$ cat config.mk
export PLATFORM = sky130hd
export DESIGN_NAME = dm_access_arbiter
export DESIGN_NICKNAME = d
export VERILOG_FILES = /design/src/rtl/dm_pkg.sv /design/src/rtl/dm_access_arbiter_rr_arb2.sv /design/src/rtl/dm_access_arbiter.sv
export SDC_FILE = /design/constraint.sdc
export NUM_CORES = 1
export LEC_CHECK = 0
export BUFFER_PORTS_ARGS = -buffer_cell sky130_fd_sc_hd__buf_2
export CORE_UTILIZATION = 47
export CTS_CLUSTER_DIAMETER = 50
export DETAILED_ROUTE_END_ITERATION = 6
export PLACE_DENSITY_LB_ADDON = 0.1
export SYNTH_ARGS = -nofsm -noshare
export SYNTH_HDL_FRONTEND = slang
export SYNTH_HIERARCHICAL = 1
export SYNTH_SLANG_ARGS = --single-unit
$ cat constraint.sdc
create_clock -name clk -period 2.8 [get_ports clk]
set_input_delay 0.84 -clock clk [delete_from_list [all_inputs] [get_ports clk]]
set_output_delay 0.84 -clock clk [all_outputs]
set_load 0.05 [all_outputs]
$ cat src/rtl/dm_pkg.sv
// dm_pkg: definitions shared by the data-memory datapath, the decoder and the
// access arbiter.
//   - DM_* : access-type codes on the DMType / mem_type bus
//   - ST_* : arbiter FSM state encoding
//   - dm_bytes() : number of bytes touched by an access type
package dm_pkg;

  localparam logic [2:0] DM_WORD   = 3'b000;
  localparam logic [2:0] DM_HALF   = 3'b001;
  localparam logic [2:0] DM_HALF_U = 3'b010;
  localparam logic [2:0] DM_BYTE   = 3'b011;
  localparam logic [2:0] DM_BYTE_U = 3'b100;

  // The legality check is done in IDLE during the accept cycle, so no
  // separate CHECK state is needed.
  localparam logic [1:0] ST_IDLE  = 2'd0;
  localparam logic [1:0] ST_ISSUE = 2'd1;
  localparam logic [1:0] ST_WAIT  = 2'd2;
  localparam logic [1:0] ST_RESP  = 2'd3;

  function automatic logic [2:0] dm_bytes(input logic [2:0] dm_type);
    case (dm_type)
      DM_WORD:            return 3'd4;
      DM_HALF, DM_HALF_U: return 3'd2;
      default:            return 3'd1;
    endcase
  endfunction

endpackage

$ cat src/rtl/dm_access_arbiter_rr_arb2.sv
// rr_arb2: two-way round-robin grant.
//   valid[1:0]  in   request lines (bit N = port N)
//   last_grant  in   port that was served most recently
//   grant[1:0]  out  one-hot grant, all zero when nothing is valid
// On a tie the port that was not served last wins.
module rr_arb2 (
  input  logic [1:0] valid,
  input  logic       last_grant,
  output logic [1:0] grant
);

  always_comb begin
    grant = 2'b00;
    if (valid[0] && (!valid[1] || last_grant)) begin
      grant = 2'b01;
    end else if (valid[1]) begin
      grant = 2'b10;
    end
  end

endmodule

$ cat src/rtl/dm_access_arbiter.sv
// dm_access_arbiter: shares the byte-addressed data memory between the CPU
// load/store unit (port 0) and the debug/DMA loader (port 1). One access per
// grant: legality check on accept, one memory command, one response pulse.
//   clk, rstn                    clock, asynchronous active-low reset
//   reqN_valid/ready/wr/addr/wdata/type   request port N (ready only in IDLE)
//   rspN_valid/rdata/err         single-cycle response to port N
//   mem_en/we/addr/wdata/type    memory command (mem_* hold while mem_en=0)
//   mem_rdata                    memory read data, already sign/zero extended
module dm_access_arbiter
  import dm_pkg::*;
#(
  parameter int ADDR_W  = 6,
  parameter int MEM_LAT = 1
) (
  input  logic              clk,
  input  logic              rstn,
  input  logic              req0_valid,
  output logic              req0_ready,
  input  logic              req0_wr,
  input  logic [ADDR_W-1:0] req0_addr,
  input  logic [31:0]       req0_wdata,
  input  logic [2:0]        req0_type,
  input  logic              req1_valid,
  output logic              req1_ready,
  input  logic              req1_wr,
  input  logic [ADDR_W-1:0] req1_addr,
  input  logic [31:0]       req1_wdata,
  input  logic [2:0]        req1_type,
  output logic              rsp0_valid,
  output logic [31:0]       rsp0_rdata,
  output logic              rsp0_err,
  output logic              rsp1_valid,
  output logic [31:0]       rsp1_rdata,
  output logic              rsp1_err,
  output logic              mem_en,
  output logic              mem_we,
  output logic [ADDR_W-1:0] mem_addr,
  output logic [31:0]       mem_wdata,
  output logic [2:0]        mem_type,
  input  logic [31:0]       mem_rdata
);

  logic [1:0]        state;
  logic              last_grant;
  logic [1:0]        grant;
  logic              accept;
  logic              sel;
  logic              sel_wr;
  logic [ADDR_W-1:0] sel_addr;
  logic [31:0]       sel_wdata;
  logic [2:0]        sel_type;
  logic              illegal;
  logic [ADDR_W:0]   end_addr;

  // request latches
  logic              port_q;
  logic              wr_q;
  logic [ADDR_W-1:0] addr_q;
  logic [31:0]       wdata_q;
  logic [2:0]        type_q;
  logic              err_q;
  logic [31:0]       rdata_q;
  logic [2:0]        cnt;

  // last command actually sent, so mem_* stay stable between commands
  logic              we_hold;
  logic [ADDR_W-1:0] addr_hold;
  logic [31:0]       wdata_hold;
  logic [2:0]        type_hold;

  rr_arb2 u_rr_arb2 (
    .valid      ({req1_valid, req0_valid}),
    .last_grant (last_grant),
    .grant      (grant)
  );

  assign accept     = (state == ST_IDLE) && (grant != 2'b00);
  // Gated by rstn so nothing is accepted while reset is held.
  assign req0_ready = rstn && accept && grant[0];
  assign req1_ready = rstn && accept && grant[1];

  assign sel       = grant[1];
  assign sel_wr    = sel ? req1_wr    : req0_wr;
  assign sel_addr  = sel ? req1_addr  : req0_addr;
  assign sel_wdata = sel ? req1_wdata : req0_wdata;
  assign sel_type  = sel ? req1_type  : req0_type;

  // Last byte touched must not pass the top of memory (no wrap-around).
  assign end_addr = {1'b0, sel_addr} + (ADDR_W+1)'(dm_bytes(sel_type) - 3'd1);

  always_comb begin
    illegal = 1'b0;
    if (sel_type > DM_BYTE_U)                                   illegal = 1'b1;
    if ((sel_type == DM_WORD) && (sel_addr[1:0] != 2'b00))      illegal = 1'b1;
    if (((sel_type == DM_HALF) || (sel_type == DM_HALF_U)) && sel_addr[0])
                                                                illegal = 1'b1;
    if (sel_wr && ((sel_type == DM_HALF_U) || (sel_type == DM_BYTE_U)))
                                                                illegal = 1'b1;
    if (end_addr[ADDR_W])                                       illegal = 1'b1;
  end

  always_ff @(posedge clk or negedge rstn) begin
    if (!rstn) begin
      state      <= ST_IDLE;
      last_grant <= 1'b1;
      port_q     <= 1'b0;
      wr_q       <= 1'b0;
      addr_q     <= '0;
      wdata_q    <= '0;
      type_q     <= '0;
      err_q      <= 1'b0;
      rdata_q    <= '0;
      cnt        <= '0;
      we_hold    <= 1'b0;
      addr_hold  <= '0;
      wdata_hold <= '0;
      type_hold  <= '0;
    end else begin
      case (state)
        ST_IDLE: begin
          if (accept) begin
            port_q  <= sel;
            wr_q    <= sel_wr;
            addr_q  <= sel_addr;
            wdata_q <= sel_wdata;
            type_q  <= sel_type;
            err_q   <= illegal;
            rdata_q <= '0;
            state   <= illegal ? ST_RESP : ST_ISSUE;
          end
        end
        ST_ISSUE: begin
          we_hold    <= wr_q;
          addr_hold  <= addr_q;
          wdata_hold <= wdata_q;
          type_hold  <= type_q;
          cnt        <= '0;
          state      <= ST_WAIT;
        end
        ST_WAIT: begin
          // Count MEM_LAT cycles after the first WAIT cycle, then sample;
          // the memory holds its read data until the next command.
          if (cnt == 3'(MEM_LAT)) begin
            if (!wr_q) rdata_q <= mem_rdata;
            state <= ST_RESP;
          end else begin
            cnt <= cnt + 3'd1;
          end
        end
        ST_RESP: begin
          last_grant <= port_q;
          state      <= ST_IDLE;
        end
        default: state <= ST_IDLE;
      endcase
    end
  end

  assign mem_en    = (state == ST_ISSUE);
  assign mem_we    = mem_en ? wr_q    : we_hold;
  assign mem_addr  = mem_en ? addr_q  : addr_hold;
  assign mem_wdata = mem_en ? wdata_q : wdata_hold;
  assign mem_type  = mem_en ? type_q  : type_hold;

  assign rsp0_valid = (state == ST_RESP) && !port_q;
  assign rsp1_valid = (state == ST_RESP) &&  port_q;
  assign rsp0_rdata = rsp0_valid ? rdata_q : 32'h0;
  assign rsp1_rdata = rsp1_valid ? rdata_q : 32'h0;
  assign rsp0_err   = rsp0_valid && err_q;
  assign rsp1_err   = rsp1_valid && err_q;

endmodule

==> results of run 1 <==
==> flip-flops by register name, indices dropped and copies added, names as in the netlist <==
signal	cells
addr_hold	6
wr_q	1
rdata_q	32
we_hold	1
port_q	1
last_grant	1
cnt	3
type_q	3
state	2
err_q	1
wdata_q	32
type_hold	3
addr_q	6
wdata_hold	32
==> critical path, stage by stage (launching register included) <==
cell     delay (ns)
dfrtp_1        0.41
inv_2          0.10
ha_4           0.19
buf_12         0.17
mux2_2         0.38
buf_2          0.22
==> metal layers <==
layer  global-route usage, %  vias up  wire [um]
li1                        -     2388          -
met1                   27.45     2266       6085
met2                   36.49      166       6906
met3                   5.753       18        917
met4                   9.610        0        247
met5                       0        -          0
==> cells by family after synthesis <==
group | share of synthesized area, %
compound gates | 10.97
xor+xnor | 0.1447
fa+ha+maj | 1.653
buf+inv | 4.359
flops | 51.26
mux | 15.35
other cells | 0.06192
simple gates | 16.20
==> cells in the final DEF (no fill, tap or decap), drive strengths merged, types with 3 or more instances in the layout <==
master	n
nand2b	3
and3	36
mux2i	40
a21oi	3
and2	34
nor2	7
buf	244
mux2	47
a21boi	3
nor2b	3
nand3	5
clkinvlp	4
o21ai	80
nand2	109
dfrtp	123
clkbuf	23
clkinv	7
ha	8
inv	6
==> power by group through the flow <==
stage	Clock (uW)	Combinational, uW	Sequential [uW]
6_report	2020	5560	3100
5_1_grt	2140	6010	3200
4_1_cts	2060	5560	3090
3_5_place_dp	0	5380	3120
3_3_place_gp	0	5280	3060
2_1_floorplan	0	4390	2960
==> layout make-up <==
class,instances,area (um^2)
diodes,1,2.502
clock buffers,19,452.9
clock inverters,12,98.84
fillers,1081,4519
inverters,6,22.52
multi-input cells,396,2721
flip-flops and latches,124,3104
well taps,172,215.2
repair buffers,248,1431
==> final timing paths <==
| check | slack [ns] | end | start | depth (start not counted) |
|---|---|---|---|---|
| max | 0.08 | mem_addr[2] | state[1]$_DFFE_PN0P_ | 5 |
| min | 0.47 | wdata_q[29]$_DFFE_PN0P_ | wdata_q[29]$_DFFE_PN0P_ | 2 |
| max reg2reg | 0.76 | state[1]$_DFFE_PN0P_ | last_grant$_DFFE_PN1N_ | 8 |
| min reg2reg | 0.47 | wdata_q[29]$_DFFE_PN0P_ | wdata_q[29]$_DFFE_PN0P_ | 2 |
| max in group asynchronous | 1.78 | rdata_q[7]$_DFFE_PN0P_ | rstn | 2 |
| min in group asynchronous | 0.59 | state[0]$_DFFE_PN0P_ | rstn | 2 |
==> stage by stage <==
stage / instance area, um^2 / power (uW) / worst slack [ns] / hold WS (ns)
detailed placement: 7377 / 8503 / 0.1548 / 0.4646
floorplan: 6061 / 7350 / 0.01499 / 0.4444
global placement: 7377 / 8347 / 0.1631 / 0.4562
CTS: 7998 / 10710 / -0.02290 / 0.4763
global route: 8046 / 11360 / -0.007818 / 0.5004
finish: 8049 / 10670 / 0.08379 / 0.4720
==> timing repair <==
action | 4_1_cts | 5_1_grt
resized for setup | 27 | 7
endpoints found under the setup margin | 55 | 75
cloned | 0 | 1
==> results.md, run 1 <==
- Critical path class: reg2out
- Util after Layout: between 60% and 70%
- Die H: 115.5 um
- Clock Latency Late Sink: around 0.41 ns
- Core area: between 0.01 and 0.015 mm^2
- WL/cell: around 14 um
- Initial Utilization: approximately half
- Post-synthesis sequential area ratio: 51.26%
- Clock Sinks: around 120
- CP Capture Type: output pin
- Clock Tree Root: clkbuf_16
- Number of synthesized flops with an enable pin: 0
- Number of I/O port buffers: approximately 230
- Synthesized flop and latch total: 124
- CTS HTree Levels: 4
- Largest area contributor in the netlist: dfrtp_1
- Worst-path fanout max: 18
- DP HPWL: between 9000 and 10000 um
- Clk_skew: between 0.01 and 0.015 ns
- Fmax: approximately 0.37 GHz
- DRT Wirelength: around 14000 um
- Max IR drop VDD: about 0.82 mV
- First-pass GRT wire length: around 23000 um
- Sw Pwr: 4983 uW
- Count leader, synth: dfrtp_1
- Hold Violations, Final: 0
- Worst Hold Class: reg2reg
- Layout area overhead: 32.91%
- Synth top area share: between 50% and 60%
- Detailed-route via count: a little under 5000
- TritonCTS Buffers: 17
- Non-Filler Instances: 978
- Total of max-cap violations: 0
- Vias in the first global route: roughly 4700
- Mapped cell area: 0.006056 mm^2
- Clock slew at reported path FFs: about 0.05 ns
- Status: completed
- FP Rows: 41
- Cells after DPL: between 900 and 1000
- Final min period: 2.716 ns
- Async set or reset register ratio after synthesis: 100.0%
- Initial antenna violation count: 1
- Synthesized instance count: ~570
- Synth Net Count: between 600 and 700
- Worst EP arrival: between 1.5 and 2 ns
- Worst endpoint required time: between 1.5 and 2 ns
- Internal: around 5700 uW
- Drt drc: 0
- Sequential cell fraction of total power: a little under 30%
- Pins Over Slew Limit: 0
- Number of setup buffers added after CTS: 0
- Total grt overflow: 0
- # setup viols final: 0
- Post-synth cell types: between 40 and 50
- P per Cell Area: ~1300 mW/mm^2
- Worst slew pin tran: about 0.64 ns
- Setup TNS after final layout: 0 ns
- Syn Area/Cell: ~11 um^2
- Synth area leaders: dfrtp_1 51%, mux2_2 8.7%, nand2_1 6.8%
- Startpoint Class: flip-flop
- Clock share of power: between 10% and 20%
- DR iter-0 viols: 253
- Number of hold buffers added after cts: 0
- TritonCTS clock tree: yes
- Pin count of the biggest net entering global routing: ~130
- Routed Antenna Nets: 0
- Clock tree buffer depth: 2
- Comb power frac: roughly 52%
- Commonest cells post-synth: 123 x dfrtp_1, 109 x nand2_1, 50 x o21ai_0, 47 x mux2_2, 40 x mux2i_1
- Leakage power: around 0.0043 uW
- Die area: approximately 0.013 mm^2
- Layout cells sized above 1: 45.47%
- I/O pin total: between 200 and 250
- Final period utilization: a little over nine tenths
- Pre-Repair DR Iteration Count: 4
- Die X: about 120 um
- Sw Share: between 40% and 50%
- Routability Congestion: 0.7961
- Vias per inst: a little under 5
- NumNets Final: around 900
- Synth Flop Type: dfrtp_1
- Global-route usage over all layers: ~22%
- Slew Limit Headroom: a little under three fifths
- YS warnings: 6
Note: power is estimated with default switching activity, not from simulation.
==> run 2: changes to the inputs <==
CELL_PAD_IN_SITES_DETAIL_PLACEMENT = 0   (was unset)
CELL_PAD_IN_SITES_GLOBAL_PLACEMENT = 1   (was unset)
CORE_UTILIZATION = 37   (was 47)
CTS_CLUSTER_DIAMETER = 200   (was 50)
==> run 2 against run 1 <==
  * Cell area up 1.8%
  * Sequential share of layout area down 0.68 points
  * Routed wire length up 4.8%
  * Worst hold slack better by 0.0012 ns
  * Clock-buffer cell count up 7
==> results.md, run 2 (synthesized netlist as in run 1, its figures left out) <==
- # setup viols final: 0
- Clock Tree Root: clkbuf_16
- FP Rows: between 40 and 50
- RSZ-0062 raised after global routing: yes
- Reg2reg start: last_grant$_DFFE_PN1N_
- Routability Congestion: 0.8131
- DRT Wirelength: ~15000 um
- Leakage power: roughly 0.0043 uW
- Worst EP arrival: around 1.9 ns
- Layout cells sized above 1: between 40 and 50%
- Vias per inst: ~4.6
- Clock tree buffer depth: 2
- Worst Hold Class: reg2reg
- First-pass GRT wire length: ~23000 um
- Total of max-cap violations: 0
- DP HPWL: approximately 11000 um
- Critical path class: reg2out
- RR Endpoint: state[1]$_DFFE_PN0P_
- TritonCTS Buffers: 17
- Die area: about 0.017 mm^2
- Register-to-register setup slack: between 0.6 and 0.7 ns
- Pre-Repair DR Iteration Count: 4
- Final min period: 2.748 ns
- Clk_skew: approximately 0.0064 ns
- Non-Filler Instances: approximately 1000
- Layout area overhead: 35.31%
- Routed Antenna Nets: 0
- Hold slack: 0.4732 ns
- Clock slew at reported path FFs: roughly 0.05 ns
- NumNets Final: roughly 930
- Worst-path fanout max: 9
- Worst slew pin tran: between 1 and 1.5 ns
- Pins Over Slew Limit: 0
- Pin count of the biggest net entering global routing: 83
- Vias in the first global route: between 4000 and 5000
- Hold Violations, Final: 0
- Die X: between 100 and 150 um
- P per Cell Area: roughly 1300 mW/mm^2
- Number of hold buffers added after cts: 0
- Commonest non-fill, non-tap cell in the layout: buf_2
- Global-route usage over all layers: ~18%
- Clock Latency Late Sink: ~0.41 ns
- Internal: ~6000 uW
- WL/cell: 14.46 um
- Final period utilization: ~98%
- Top Registers: rdata_q x32, wdata_hold x32, wdata_q x32
- Hold Startpoint: wdata_q[30]$_DFFE_PN0P_
- Comb power frac: a little over half
- Antenna Cells: 0
- Most frequent cells in the layout: 207 x buf_2, 123 x dfrtp_1, 108 x nand2_1
- Worst endpoint required time: 1.96 ns
- Sequential cell fraction of total power: 28.0%
- Startpoint Class: flip-flop
- Fmax: approximately 0.36 GHz
- Slew Limit Headroom: ~30%
- Total grt overflow: 0
- Sw Pwr: about 5000 uW
- Clock share of power: 19.8%
- Drt drc: 0
- Cells after DPL: 992
- Status: completed
- Worst r2r path cells: 10
- Detailed-route via count: about 4800
- Clock Sinks: 124
- Initial Utilization: roughly 38%
- CTS HTree Levels: 4
- DR iter-0 viols: around 140
- Number of I/O port buffers: 232
- TritonCTS clock tree: yes
- Initial antenna violation count: 1
- WHS Path Cells: 2
- Max IR drop VDD: ~0.73 mV
- CP Capture Type: output pin
- Sw Share: a little under half
- I/O pin total: ~230
- Die H: between 100 and 150 um
- Core area: between 0.015 and 0.02 mm^2
- Endpoint, Worst Hold: wdata_q[30]$_DFFE_PN0P_
## run 2: changes by cell type in the layout (fill, tap and decap cells not counted), moves of 3 or more
cell,change
buf_2,+3
buf_4,-6
buf_6,+10
clkbuf_1,+4
clkbuf_8,+3
clkinv_2,-3
clkinvlp_4,-3
## run 2: power by group through the flow
| stage | clock (uW) | sequential [uW] | combinational, uW |
|---|---|---|---|
| after global routing | 2300 | 3190 | 6210 |
| after detailed placement | 0 | 3110 | 5480 |
| after CTS | 2220 | 3080 | 5650 |
| after global placement | 0 | 3050 | 5400 |
| final | 2170 | 3070 | 5750 |
| after floorplan | 0 | 2960 | 4390 |
## run 2: cell type report
cell class                      count  area, um^2
Timing Repair Buffer              252        1486
Clock buffer                       26       509.2
Fill cell                        1483        7749
Tap cell                          216       270.3
Inverter                            6       22.52
Clock inverter                      6       82.58
Sequential cell                   124        3104
Multi-Input combinational cell    396        2719
## run 2: routing by layer
metal,track usage (%),part of all wire [%],vias to the layer above,wire length (um)
li1,-,-,2393,-
met1,22.11,45,2208,6733
met2,29.85,47,145,6994
met3,5.576,5.9,16,875
met4,6.224,1.5,2,228
met5,0,0.061,-,9
## run 2: stage by stage
stage                     setup TNS [ns]  power, uW  cell area (um^2)  worst slack, ns  util (%)
final                                  0      10990              8194          0.05190     51.40
after global routing            -0.07669      11690              8194         -0.01690     51.40
after CTS                              0      10960              8107          0.01282     50.85
after detailed placement               0       8590              7442          0.04114     46.68
after global placement                 0       8448              7442           0.1271     46.68
after floorplan                        0       7350              6061          0.01499         -
## run 2: critical path: stages, from the launching register on
cell	delay (ns)
dfrtp_1	0.41
inv_2	0.10
ha_4	0.22
clkbuf_16	0.20
mux2_2	0.35
buf_2	0.21
## run 2: how the worst max path moves through the flow
stage	from	to	slack [ns]	depth (start not counted)
floorplan	state[0]$_DFFE_PN0P_	rsp0_rdata[22]	0.01	4
global placement	req0_valid	state[1]$_DFFE_PN0P_	0.13	11
detailed placement	req0_valid	state[1]$_DFFE_PN0P_	0.04	11
CTS	state[1]$_DFFE_PN0P_	mem_addr[0]	0.01	5
global route	state[1]$_DFFE_PN0P_	mem_addr[0]	-0.02	5
finish	state[1]$_DFFE_PN0P_	mem_wdata[8]	0.05	5
## run 2: what timing repair did
item,in CTS,in global routing
setup buffers,0,0
resized for setup,17,29
gates cloned,1,1
endpoints found under the setup margin,33,60
==> run 3: changes to the inputs <==
==> constraint.sdc (replaced) <==
create_clock -name clk -period 2.8 [get_ports clk]
set_input_delay 0.84 -clock clk [delete_from_list [all_inputs] [get_ports clk]]
set_output_delay 0.84 -clock clk [all_outputs]
set_load 0.01 [all_outputs]
==> run 3 against run 2 <==
  * Highest routed layer is now met4
  * Worst hold slack got worse by 0.014 ns
  * Core utilization decreased by 0.22 points
  * Die area unchanged
  * Largest power group unchanged
==> results.md, run 3 (synthesized netlist as in run 1, its figures left out) <==
- Slew Limit Headroom: approximately half
- TritonCTS Buffers: 17
- WL/cell: 14.20 um
- Sw Pwr: roughly 3400 uW
- Die area: between 0.015 and 0.02 mm^2
- Worst slew pin tran: approximately 0.73 ns
- Sw Share: a little over a third
- Worst Hold Class: in2async
- DR iter-0 viols: about 160
- Number of hold buffers added after cts: 0
- Core area: ~0.016 mm^2
- Setup TNS after final layout: 0 ns
- Die X: roughly 130 um
- Clk_skew: between 0.003 and 0.004 ns
- Top Registers: rdata_q x32, wdata_hold x32, wdata_q x32
- Clock tree buffer depth: 2
- Global-route usage over all layers: between 10% and 20%
- Most frequent cells in the layout: 231 x buf_2, 123 x dfrtp_1, 108 x nand2_1
- DRT Wirelength: ~15000 um
- RR Endpoint: state[1]$_DFFE_PN0P_
- Fill count: roughly 1500
- Pins Over Slew Limit: 0
- Comb power frac: between 40% and 50%
- Util after Layout: approximately half
- Non-Filler Instances: around 1000
- Worst-path fanout max: 18
- Total grt overflow: 0
- Layout cells sized above 1: 45.29%
- Max IR drop VDD: approximately 0.9 mV
- Clock share of power: a little over a quarter
- Worst endpoint required time: approximately 2.0 ns
- Critical path class: reg2out
- Cells after DPL: 989
- CP Capture Type: output pin
- Vias per inst: ~4.6
- P per Cell Area: roughly 1200 mW/mm^2
- RSZ-0062 raised after global routing: no
- Final period utilization: 97.66%
- # setup viols final: 0
- Status: completed
- Worst EP arrival: 1.89 ns
- Number of I/O port buffers: 232
- Routed Antenna Nets: 0
- Hold Violations, Final: 0
- FP Rows: 46
- Final min period: between 2 and 3 ns
- Die H: approximately 130 um
- Internal: between 5000 and 6000 uW
- Clock Tree Root: clkbuf_16
- Vias in the first global route: about 4600
- Clock Latency Late Sink: 0.41 ns
- Pin count of the biggest net entering global routing: between 60 and 70
- I/O pin total: roughly 230
- Antenna Cells: 0
- Multi-input logic area: around 0.0027 mm^2
- Commonest non-fill, non-tap cell in the layout: buf_2
- CTS HTree Levels: 4
- Routability Congestion: around 0.86
- Layout area overhead: 34.73%
- Storage cell area: between 0.003 and 0.004 mm^2
- NumNets Final: roughly 920
- Startpoint Class: flip-flop
- Sequential cell fraction of total power: between 30% and 40%
- First-pass GRT wire length: around 23000 um
- Clock slew at reported path FFs: 0.05 ns
- Worst r2r path cells: 8
- Clock Sinks: 124
- Pre-Repair DR Iteration Count: 4
- TritonCTS clock tree: yes
- Reg2reg start: last_grant$_DFFE_PN1N_
- Detailed-route via count: 4743
- Number of setup buffers added after CTS: 0
- Fmax: about 0.37 GHz
- Total of max-cap violations: 0
- Register-to-register setup slack: between 0.6 and 0.7 ns
- DP HPWL: roughly 10000 um
- Initial antenna violation count: 0
- Leakage power: between 0.004 and 0.005 uW
- Initial Utilization: approximately 38%
- Drt drc: 0
run 3: how the worst max path moves through the flow:
stage          slack, ns                    to            startpoint  cells past startpoint
3_5_place_dp        0.08  state[1]$_DFFE_PN0P_            req0_valid                      9
2_1_floorplan       0.04  state[1]$_DFFE_PN0P_            req1_valid                     12
4_1_cts             0.03           mem_addr[2]  state[1]$_DFFE_PN0P_                      5
5_1_grt             0.01         mem_wdata[17]  state[1]$_DFFE_PN0P_                      5
3_3_place_gp        0.14  state[1]$_DFFE_PN0P_            req0_valid                      9
6_report            0.07          mem_wdata[2]  state[1]$_DFFE_PN0P_                      5
run 3: metrics by stage:
step	power, uW	cell area [um^2]	setup WS, ns	hold slack [ns]
2_1_floorplan	5714	6056	0.04138	0.4444
3_3_place_gp	6768	7427	0.1389	0.4550
3_5_place_dp	6916	7427	0.08028	0.4667
4_1_cts	9493	8129	0.02706	0.4540
5_1_grt	10140	8159	0.01256	0.4709
6_report	9408	8159	0.06552	0.4592
run 3: routing by layer:
metal	vias up	part of all wire, %	track usage, %
met5	-	0	0
met4	0	2.2	8.071
met3	22	6.2	5.002
met2	150	46	28.15
met1	2173	46	22.62
li1	2398	-	-
run 3: repair_timing:
action,4_1_cts,5_1_grt
gates cloned,0,1
resized for setup,2,2
endpoints found under the setup margin,37,15
run 3: power groups by stage:
stage,Sequential [uW],Clock (uW),Combinational [uW]
CTS,3080,2580,3830
finish,3080,2530,3800
global placement,3050,0,3710
global route,3190,2670,4270
floorplan,2960,0,2760
detailed placement,3110,0,3810
run 3: cell type report:
cell class / instances / share of cell area, %
clock buffers: 19 / 5.551
multi-input cells: 396 / 33.29
clock inverters: 13 / 2.914
well taps: 216 / 3.312
inverters: 6 / 0.2760
repair buffers: 248 / 16.61
flip-flops and latches: 124 / 38.05
run 3: critical path, stage by stage, from the launching register on:
cell,delay [ns]
dfrtp_1,0.40
inv_1,0.15
ha_4,0.21
clkbuf_16,0.21
mux2_2,0.36
buf_2,0.14
